==> src/rtl/axi4_lite_csr_master_pkg.sv <==
// Shared types and constants for the AXI4-Lite CSR master.
package axi4_lite_csr_master_pkg;

  typedef enum logic [2:0] {
    IDLE    = 3'd0,
    WR_REQ  = 3'd1,
    WR_RESP = 3'd2,
    RD_REQ  = 3'd3,
    RD_RESP = 3'd4,
    RESP    = 3'd5
  } state_t;

  localparam logic [1:0] RESP_OKAY   = 2'b00;
  localparam logic [1:0] RESP_SLVERR = 2'b10;

  localparam int DEF_TIMEOUT_CYCLES = 1024;

endpackage

==> src/rtl/axi4_lite_if.sv <==
// Minimal AXI4-Lite bus bundle (no prot/cache sidebands).
interface axi4_lite_if #(
  parameter int ADDR_W = 32
) ();

  logic [ADDR_W-1:0] awaddr;
  logic              awvalid;
  logic              awready;
  logic [31:0]       wdata;
  logic [3:0]        wstrb;
  logic              wvalid;
  logic              wready;
  logic [1:0]        bresp;
  logic              bvalid;
  logic              bready;
  logic [ADDR_W-1:0] araddr;
  logic              arvalid;
  logic              arready;
  logic [31:0]       rdata;
  logic [1:0]        rresp;
  logic              rvalid;
  logic              rready;

  modport master (
    output awaddr, awvalid, wdata, wstrb, wvalid, bready, araddr, arvalid, rready,
    input  awready, wready, bresp, bvalid, arready, rdata, rresp, rvalid
  );

  modport slave (
    input  awaddr, awvalid, wdata, wstrb, wvalid, bready, araddr, arvalid, rready,
    output awready, wready, bresp, bvalid, arready, rdata, rresp, rvalid
  );

endinterface

==> src/rtl/axi4_lite_csr_master.sv <==
// Single-outstanding AXI4-Lite initiator: one command in, one response beat out.
// Define AXI4_LITE_CSR_MASTER_TIMEOUT_EN to add a watchdog that answers SLVERR on a stuck slave.
module axi4_lite_csr_master
  import axi4_lite_csr_master_pkg::*;
#(
  parameter int ADDR_W         = 32,
  parameter int TIMEOUT_CYCLES = DEF_TIMEOUT_CYCLES
) (
  input  logic              clk_i,
  input  logic              rst_n_i,
  input  logic              cmd_valid_i,
  output logic              cmd_ready_o,
  input  logic              cmd_wr_i,
  input  logic [ADDR_W-1:0] cmd_addr_i,
  input  logic [31:0]       cmd_wdata_i,
  input  logic [3:0]        cmd_wstrb_i,
  output logic              rsp_valid_o,
  input  logic              rsp_ready_i,
  output logic [31:0]       rsp_rdata_o,
  output logic [1:0]        rsp_resp_o,
  output logic              rsp_timeout_o,
  axi4_lite_if.master       csr_o
);

  if (TIMEOUT_CYCLES < 2) begin : g_bad_timeout
    $error("TIMEOUT_CYCLES must be at least 2");
  end

  state_t            r_state;
  logic              r_awvalid, r_wvalid, r_arvalid, r_bready, r_rready;
  logic              r_rsp_valid, r_rsp_timeout;
  logic [31:0]       r_rsp_rdata;
  logic [1:0]        r_rsp_resp;
  logic [ADDR_W-1:0] r_addr;
  logic [31:0]       r_wdata;
  logic [3:0]        r_wstrb;

  logic w_aw_hs, w_w_hs, w_b_hs, w_ar_hs, w_r_hs;
  logic w_aw_done, w_w_done;

  assign w_aw_hs   = r_awvalid & csr_o.awready;
  assign w_w_hs    = r_wvalid  & csr_o.wready;
  assign w_b_hs    = r_bready  & csr_o.bvalid;
  assign w_ar_hs   = r_arvalid & csr_o.arready;
  assign w_r_hs    = r_rready  & csr_o.rvalid;
  // A channel is done if it already handshook earlier or is handshaking now.
  assign w_aw_done = ~r_awvalid | csr_o.awready;
  assign w_w_done  = ~r_wvalid  | csr_o.wready;

`ifdef AXI4_LITE_CSR_MASTER_TIMEOUT_EN
  localparam int CNT_W = $clog2(TIMEOUT_CYCLES);

  logic [CNT_W-1:0] r_wdog;
  logic             w_busy, w_any_hs, w_expire;

  assign w_busy   = (r_state == WR_REQ) || (r_state == WR_RESP) ||
                    (r_state == RD_REQ) || (r_state == RD_RESP);
  assign w_any_hs = w_aw_hs | w_w_hs | w_b_hs | w_ar_hs | w_r_hs;
  assign w_expire = w_busy & ~w_any_hs & (r_wdog == CNT_W'(TIMEOUT_CYCLES - 1));

  always_ff @(posedge clk_i or negedge rst_n_i) begin
    if (!rst_n_i)                r_wdog <= '0;
    else if (!w_busy || w_any_hs) r_wdog <= '0;
    else                         r_wdog <= r_wdog + 1'b1;
  end
`endif

  // NOTE: all state updates use non-blocking assignments so every branch
  // sees the pre-edge values, matching what the flops really do.
  always_ff @(posedge clk_i or negedge rst_n_i) begin
    if (!rst_n_i) begin
      r_state       <= IDLE;
      r_awvalid     <= 1'b0;
      r_wvalid      <= 1'b0;
      r_arvalid     <= 1'b0;
      r_bready      <= 1'b0;
      r_rready      <= 1'b0;
      r_rsp_valid   <= 1'b0;
      r_rsp_rdata   <= '0;
      r_rsp_resp    <= RESP_OKAY;
      r_rsp_timeout <= 1'b0;
      r_addr        <= '0;
      r_wdata       <= '0;
      r_wstrb       <= '0;
    end else begin
      case (r_state)
        IDLE: if (cmd_valid_i) begin
          r_addr  <= cmd_addr_i;
          r_wdata <= cmd_wdata_i;
          r_wstrb <= cmd_wstrb_i;
          if (cmd_wr_i) begin
            r_awvalid <= 1'b1;
            r_wvalid  <= 1'b1;
            r_state   <= WR_REQ;
          end else begin
            r_arvalid <= 1'b1;
            r_state   <= RD_REQ;
          end
        end
        WR_REQ: begin
          if (w_aw_hs) r_awvalid <= 1'b0;
          if (w_w_hs)  r_wvalid  <= 1'b0;
          if (w_aw_done && w_w_done) begin
            r_bready <= 1'b1;
            r_state  <= WR_RESP;
          end
        end
        WR_RESP: if (w_b_hs) begin
          r_rsp_resp    <= csr_o.bresp;
          r_rsp_rdata   <= '0;
          r_rsp_timeout <= 1'b0;
          r_bready      <= 1'b0;
          r_rsp_valid   <= 1'b1;
          r_state       <= RESP;
        end
        RD_REQ: if (w_ar_hs) begin
          r_arvalid <= 1'b0;
          r_rready  <= 1'b1;
          r_state   <= RD_RESP;
        end
        RD_RESP: if (w_r_hs) begin
          r_rsp_rdata   <= csr_o.rdata;
          r_rsp_resp    <= csr_o.rresp;
          r_rsp_timeout <= 1'b0;
          r_rready      <= 1'b0;
          r_rsp_valid   <= 1'b1;
          r_state       <= RESP;
        end
        RESP: if (rsp_ready_i) begin
          r_rsp_valid <= 1'b0;
          r_state     <= IDLE;
        end
        default: r_state <= IDLE;
      endcase
`ifdef AXI4_LITE_CSR_MASTER_TIMEOUT_EN
      // Watchdog overrides whatever the case above scheduled this edge.
      if (w_expire) begin
        r_awvalid     <= 1'b0;
        r_wvalid      <= 1'b0;
        r_arvalid     <= 1'b0;
        r_bready      <= 1'b0;
        r_rready      <= 1'b0;
        r_rsp_valid   <= 1'b1;
        r_rsp_resp    <= RESP_SLVERR;
        r_rsp_rdata   <= '0;
        r_rsp_timeout <= 1'b1;
        r_state       <= RESP;
      end
`endif
    end
  end

  assign cmd_ready_o   = (r_state == IDLE);
  assign rsp_valid_o   = r_rsp_valid;
  assign rsp_rdata_o   = r_rsp_rdata;
  assign rsp_resp_o    = r_rsp_resp;
  assign rsp_timeout_o = r_rsp_timeout;

  assign csr_o.awaddr  = r_addr;
  assign csr_o.awvalid = r_awvalid;
  assign csr_o.wdata   = r_wdata;
  assign csr_o.wstrb   = r_wstrb;
  assign csr_o.wvalid  = r_wvalid;
  assign csr_o.bready  = r_bready;
  assign csr_o.araddr  = r_addr;
  assign csr_o.arvalid = r_arvalid;
  assign csr_o.rready  = r_rready;

endmodule

==> src/flat_wrapper.sv <==
// flat-port wrapper written by rule: the top's interface ports become plain ports
module axi4_lite_csr_master_flat import axi4_lite_csr_master_pkg::*;
#(
  parameter int ADDR_W         = 32,
  parameter int TIMEOUT_CYCLES = DEF_TIMEOUT_CYCLES
)
  (clk_i, rst_n_i, cmd_valid_i, cmd_ready_o, cmd_wr_i, cmd_addr_i, cmd_wdata_i, cmd_wstrb_i, rsp_valid_o, rsp_ready_i, rsp_rdata_o, rsp_resp_o, rsp_timeout_o, csr_o_awaddr, csr_o_awvalid, csr_o_wdata, csr_o_wstrb, csr_o_wvalid, csr_o_bready, csr_o_araddr, csr_o_arvalid, csr_o_rready, csr_o_awready, csr_o_wready, csr_o_bresp, csr_o_bvalid, csr_o_arready, csr_o_rdata, csr_o_rresp, csr_o_rvalid);
  axi4_lite_if #(.ADDR_W(ADDR_W)) csr_o_i ();
  input  logic clk_i;
  input  logic rst_n_i;
  input  logic cmd_valid_i;
  output logic cmd_ready_o;
  input  logic cmd_wr_i;
  input  logic [ADDR_W-1:0] cmd_addr_i;
  input  logic [31:0] cmd_wdata_i;
  input  logic [3:0] cmd_wstrb_i;
  output logic rsp_valid_o;
  input  logic rsp_ready_i;
  output logic [31:0] rsp_rdata_o;
  output logic [1:0] rsp_resp_o;
  output logic rsp_timeout_o;
  output wire logic [$bits(csr_o_i.awaddr)-1:0] csr_o_awaddr;
  output wire logic [$bits(csr_o_i.awvalid)-1:0] csr_o_awvalid;
  output wire logic [$bits(csr_o_i.wdata)-1:0] csr_o_wdata;
  output wire logic [$bits(csr_o_i.wstrb)-1:0] csr_o_wstrb;
  output wire logic [$bits(csr_o_i.wvalid)-1:0] csr_o_wvalid;
  output wire logic [$bits(csr_o_i.bready)-1:0] csr_o_bready;
  output wire logic [$bits(csr_o_i.araddr)-1:0] csr_o_araddr;
  output wire logic [$bits(csr_o_i.arvalid)-1:0] csr_o_arvalid;
  output wire logic [$bits(csr_o_i.rready)-1:0] csr_o_rready;
  input wire logic [$bits(csr_o_i.awready)-1:0] csr_o_awready;
  input wire logic [$bits(csr_o_i.wready)-1:0] csr_o_wready;
  input wire logic [$bits(csr_o_i.bresp)-1:0] csr_o_bresp;
  input wire logic [$bits(csr_o_i.bvalid)-1:0] csr_o_bvalid;
  input wire logic [$bits(csr_o_i.arready)-1:0] csr_o_arready;
  input wire logic [$bits(csr_o_i.rdata)-1:0] csr_o_rdata;
  input wire logic [$bits(csr_o_i.rresp)-1:0] csr_o_rresp;
  input wire logic [$bits(csr_o_i.rvalid)-1:0] csr_o_rvalid;
  assign csr_o_awaddr = csr_o_i.awaddr;
  assign csr_o_awvalid = csr_o_i.awvalid;
  assign csr_o_wdata = csr_o_i.wdata;
  assign csr_o_wstrb = csr_o_i.wstrb;
  assign csr_o_wvalid = csr_o_i.wvalid;
  assign csr_o_bready = csr_o_i.bready;
  assign csr_o_araddr = csr_o_i.araddr;
  assign csr_o_arvalid = csr_o_i.arvalid;
  assign csr_o_rready = csr_o_i.rready;
  assign csr_o_i.awready = csr_o_awready;
  assign csr_o_i.wready = csr_o_wready;
  assign csr_o_i.bresp = csr_o_bresp;
  assign csr_o_i.bvalid = csr_o_bvalid;
  assign csr_o_i.arready = csr_o_arready;
  assign csr_o_i.rdata = csr_o_rdata;
  assign csr_o_i.rresp = csr_o_rresp;
  assign csr_o_i.rvalid = csr_o_rvalid;
  axi4_lite_csr_master #(.ADDR_W(ADDR_W), .TIMEOUT_CYCLES(TIMEOUT_CYCLES)) u_core (.clk_i(clk_i), .rst_n_i(rst_n_i), .cmd_valid_i(cmd_valid_i), .cmd_ready_o(cmd_ready_o), .cmd_wr_i(cmd_wr_i), .cmd_addr_i(cmd_addr_i), .cmd_wdata_i(cmd_wdata_i), .cmd_wstrb_i(cmd_wstrb_i), .rsp_valid_o(rsp_valid_o), .rsp_ready_i(rsp_ready_i), .rsp_rdata_o(rsp_rdata_o), .rsp_resp_o(rsp_resp_o), .rsp_timeout_o(rsp_timeout_o), .csr_o(csr_o_i));
endmodule
==> config.mk <==
export PLATFORM = sky130hd
export DESIGN_NAME = axi4_lite_csr_master_flat
export DESIGN_NICKNAME = d
export VERILOG_FILES = /design/src/rtl/axi4_lite_csr_master_pkg.sv /design/src/rtl/axi4_lite_if.sv /design/src/rtl/axi4_lite_csr_master.sv /design/src/flat_wrapper.sv
export SDC_FILE = /design/constraint.sdc
export NUM_CORES = 1
export LEC_CHECK = 0
export ABC_AREA = 1
export ABC_CLOCK_PERIOD_IN_PS = 1300
export CAP_MARGIN = 20
export CORE_AREA = 3 3 121 123
export DETAILED_ROUTE_END_ITERATION = 12
export DIE_AREA = 0 0 124 126
export PLACE_DENSITY = 0.71
export SETUP_SLACK_MARGIN = 0.15
export SYNTH_ARGS = -nofsm -noshare
export SYNTH_HDL_FRONTEND = slang
export SYNTH_SLANG_ARGS = --single-unit
==> constraint.sdc <==
create_clock -name clk_i -period 1.3 [get_ports clk_i]
set_input_delay 0.195 -clock clk_i [delete_from_list [all_inputs] [get_ports clk_i]]
set_output_delay 0.195 -clock clk_i [all_outputs]
set_load 0.02 [all_outputs]
==> Yosys cells after proc, flatten, opt, wreduce, memory -nomap -nowiden <==
Index checks and enable logic that the tools add are counted.
{ "word_totals": {"register_bits": 112, "input_bits": 114, "out_inout_bits": 142, "wordCells": 89} }
{ "classes": {"eq_ne": 15, "n_mux": 35, "n_bitwise": 9, "reduce_logical": 17} }
{ "ops": {"columns": ["op", "count"], "rows": [
  ["32-bit two-way mux", 2],
  ["32-bit one-hot mux with 2 select lines", 1],
  ["3-bit two-way mux", 6],
  ["3-bit one-hot mux with 6 select lines", 1],
  ["4-bit AND reduction", 4],
  ["1-bit two-way mux", 14],
  ["2-bit by 1-bit inequality test with 1-bit output, second input constant", 7],
  ["1-bit one-hot mux with 2 select lines", 6],
  ["2-bit nonzero test", 5],
  ["3-bit AND reduction", 3],
  ["3-bit by 2-bit equality test with 1-bit output, second input constant", 2],
  ["3-bit equality test, second input constant", 2],
  ["2-bit two-way mux", 3],
  ["2-bit inequality test, second input constant", 3],
  ["6-bit AND reduction", 1],
  ["1-bit AND", 5],
  ["2-bit one-hot mux with 2 select lines", 1],
  ["3-bit by 1-bit equality test with 1-bit output, second input constant", 1],
  ["3-bit logical NOT", 1],
  ["1-bit one-hot mux with 3 select lines", 1],
  ["3-bit nonzero test", 1],
  ["1-bit NOT", 2],
  ["1-bit bitwise OR", 2],
  ["2-bit AND reduction", 1],
  ["1-bit logical AND", 1]
]} }

==> Depth between registers and ports, before layout <==
{ "depth": {"depth_word": 5, "mapped_depth": 10, "ltp_nobuf": 9} }

==> Worst setup path after synthesis <==
No wires, ideal clock.
{ "synth_path": {"path_kind": "register to register", "startpoint": "register u_core.r_state[0]", "endpoint": "register u_core.r_addr[0] (netlist: u_core.csr_o.araddr[0])", "setup_ns": 0.116, "t_arrival_ns": 1.244, "required_ns": 1.184, "setup_slack_ns": -0.060, "path_stages_with_launch": 10, "n_path_buf": 3, "synth_period_minus_slack_ns": 1.360, "cell_sequence": "dfrtp_1 > buf_6 > nor2_4 > nand2_2 > inv_2 > nand2_4 > buf_6 > buf_4 > nand2_1 > nand2_1"} }
{ "synth_between": {"elab_chain_len": 2} }
{ "synth_rtl": {"columns": ["item", "line_no", "text"], "rows": [
  ["from (decl)", "axi4_lite_csr_master.sv:29", "state_t r_state;"],
  ["from (signal assigned)", "axi4_lite_csr_master.sv:72", "r_state <= IDLE;"],
  ["from (signal assigned)", "axi4_lite_csr_master.sv:94", "r_state <= WR_REQ;"],
  ["from (signal assigned)", "axi4_lite_csr_master.sv:97", "r_state <= RD_REQ;"],
  ["3-bit logical NOT", null, null],
  ["via cmd_ready_o", "flat_wrapper.sv:12", "output logic cmd_ready_o;"],
  ["2-bit AND reduction (no source line)", null, null],
  ["to (signal assigned)", "axi4_lite_csr_master.sv:88", "r_addr <= cmd_addr_i;"],
  ["to (decl)", "axi4_lite_csr_master.sv:34", "logic [ADDR_W-1:0] r_addr;"]
]} }
The timed path passes the listed nets, and every way through them passes these cells.
A chain may end at the register's enable or synchronous reset.

==> Worst setup path after layout <==
{ "layout_path": {"startpoint": "register u_core.r_state[1]", "endpoint": "register u_core.r_addr[28] (netlist: u_core.csr_o.araddr[28])"} }
{ "layout_between": {"elab_chain_len": 2} }
{ "layout_rtl": {"columns": ["item", "line_no", "text"], "rows": [
  ["3-bit logical NOT", "axi4_lite_csr_master.sv:86", "case (r_state)"],
  ["2-bit AND reduction (no source line)", null, null]
]} }
Every way passes these cells.

==> impl_metrics.yaml <==
outcome:
  status: "complete, but fails checks"
  violations: "setup timing"
synth:
  synth-seq-cells: 111
  synth_fp_nets: 670
  yosysTopAreaCell: "dfrtp_1"
  synth_top_area_frac: 0.588
  ys_top_cells_by_area: "dfrtp_1 59%, nand2_1 27%, buf_4 5.7%, buf_6 1.4%, buf_2 1.1%"
  syn_area_mm2: 0.00473
  avgSynthCellArea_um2: 8.50
  seq_area_frac_synth: 0.588
  ys_types: 22
  synth_warnings: 0
  syn_inst: 556
sta:
  clock.fmax_mhz: 683
  finalHoldViolCount: 0
  setup-violations-final: 109
  slew_violations: 0
  fin_ws_ns: -0.164
  period_share: 1.13
  fin_worst_skew_ns: 0.00497
  rsz0062_at_grt: "yes"
  period_needed_ns: 1.46
worst_setup_path:
  cp-start-kind: "flip-flop"
  critical_path.max_fanout: 19
  cp_slowest_cell: "dfrtp_1"
  timing.critical_path.mode_cell: "nand2_1"
  cpPeakStageDelay_ns: 0.42
  arrival_ns: 1.69
  crit_chain: "nor2_4, nand2_2, inv_4, buf_6, nand2_8, bufbuf_16, nand2_1, nand2_1"
  cp.required_ns: 1.53
  worstSetupPathType: "reg -> reg"
  end_kind: "flip-flop"
final_layout:
  final_common_cell: "nand2_1"
  nets: 924
  register_area_mm2: 0.00278
  stdcell_count: 995
  fin_util: 0.546
  syn_to_final_growth_pct: 59.0
  final_cell_mix: "325 x nand2_1, 136 x buf_2, 112 x clkdlybuf4s50_1"
  multi_input_area_mm2: 0.00157
  final_layout_size_suffix_gt1_frac: 0.293
  final.fill_count: 1307
  diodes: 0
routing:
  vias: 4389
  drt-initial-drc-count: 207
  routed_wl_um: 14900
  viasPerCell: 4.41
  avgRoutedWirePerCell_um: 15.0
  final_antenna_net_count: 0
  drc_errors: 0
  first_pass_iters: 4
clock_network:
  clk_latency_ns: 0.34
  clk_path_buf_depth: 2
  clockRootBuffer: "clkbuf_16"
  cts_buffers: 9
  clk_pin_slew_ns: 0.07
  cts.sinks: 111
  cts_max_level: 3
  cts_tree: "built"
global_routing:
  grtUsageMet2: 0.313
  grt.overflow.total: 0
  track_usage: 0.183
  use_met3: 0.0579
  met1_usage: 0.218
  grt_pass1_vias: 4233
  antenna_found_initial: 0
  grt_pass1_wl_um: 22200
  grt_start_max_net_pins: 55
  busiest_layer: "met2"
power_and_ir_drop:
  peakVddDrop_mv: 0.552
  power_density_mw_per_mm2: 900
  p_leak_nw: 4.41
  power.total_mw: 6.76
die:
  design.core.area_mm2: 0.0138
  dieArea_mm2: 0.0156
  chipHeight_um: 126
  rows: 43
  initial_core_util: 0.343
  die_w_um: 124
  num_io_pins: 256
placement:
  dpl.hpwl_um: 10200
  placed_cells: 960
  port-buffer-count: 254
  gp_congestion: 0.797
  pre_cts_slack_ns: -0.155
flow_run:
  drv_cap: 0
min_path:
  hold_class: "in -> async"
[routing by layer]
| metal | share of wire | vias to the layer above |
|---|---|---|
| li1 | - | 2151 |
| met1 | 0.38 | 2033 |
| met2 | 0.50 | 190 |
| met3 | 0.11 | 15 |
| met4 | 0.016 | 0 |
| met5 | 0 | - |
[worst paths after layout]
kind,start,endpoint,slack (ns),depth (start not counted)
max reg2reg,u_core.r_state[1],u_core.csr_o.araddr[28],-0.16,8
min reg2reg,u_core.rsp_rdata_o[14],u_core.rsp_rdata_o[14],0.47,2
max in group asynchronous,rst_n_i,u_core.csr_o.araddr[5],0.52,3
min in group clk_i,cmd_wdata_i[20],u_core.csr_o.wdata[20],0.38,3
max,u_core.r_state[1],u_core.csr_o.araddr[28],-0.16,8
min,rst_n_i,u_core.csr_o.wdata[20],0.24,2
[stage by stage]
stage | hold WS [ns] | setup TNS, ns | area [um2]
floorplan | -0.101 | -0.852 | 4740
global placement | 0.0475 | -8.72 | 7370
detailed placement | 0.0492 | -10.25 | 7370
CTS | 0.216 | -7.72 | 7250
global route | 0.229 | -19.21 | 7510
finish | 0.235 | -9.96 | 7510
[layout make-up]
cell class | instances | area share
multi-input cells | 373 | 0.208
clock buffers | 14 | 0.0365
flip-flops and latches | 111 | 0.370
repair buffers | 297 | 0.339
well taps | 180 | 0.0300
inverters | 18 | 0.0113
clock inverters | 2 | 0.00500
[cells by family (layout without fill, tap and decap cells)]
group                  after synthesis  count (layout)  synth area share
AND/OR/NAND/NOR                    367             367             0.302
flip-flops                         111             111             0.588
buffers and inverters               72             331             0.102
AO/OA/AOI/OAI                        5               5           0.00662
other                                1               1          0.000794
[state kept, by name, summed over array words and instances, names as in the netlist]
name / flops
u_core.csr_o.wdata: 32
u_core.rsp_resp_o: 2
u_core.rsp_rdata_o: 32
u_core.csr_o.araddr: 32
u_core.r_state: 3
u_core.csr_o.awvalid: 1
u_core.csr_o.arvalid: 1
u_core.csr_o.bready: 1
u_core.csr_o.rready: 1
u_core.rsp_valid_o: 1
u_core.csr_o.wvalid: 1
u_core.csr_o.wstrb: 4
[synthesized netlist by cell type]
library cell  count
buf_6             6
nand2_2           3
nand2_1         343
dfrtp_1         111
nand2_4           1
nand3_4           1
buf_8             1
conb_1            1
clkbuf_8          1
nor2_1            7
inv_2             5
nand4_1           1
inv_1            13
o21ai_0           1
nor3_1            1
a21oi_2           1
buf_2            10
o21a_1            1
buf_4            36
nand3_1           9
nor2_4            1
a21oi_1           2
[timing repair]
item                                    4_1_cts  5_1_grt
hold endpoints to repair                    111        0
endpoints found under the setup margin      252      117
buffers inserted                              2        7
cloned                                        6        3
hold buffers                                  1        0
pin swaps                                     1        5
resized for setup                           587       37
[worst max-delay path: cells and delay by family, from the launching register on]
kind                   cells  cell delay (ns)
buffers and inverters      3             0.48
and+or+nand+nor            5             0.45
DFF                        1             0.42
[where the power goes]
part / total [mW] / switching, mW / internal (mW)
clock: 2.85 / 1.19 / 1.66
sequential: 3.46 / 0.00193 / 3.45
combinational: 0.454 / 0.139 / 0.315
total: 6.76 / 1.33 / 5.42
(Power assumes the default switching activity.)
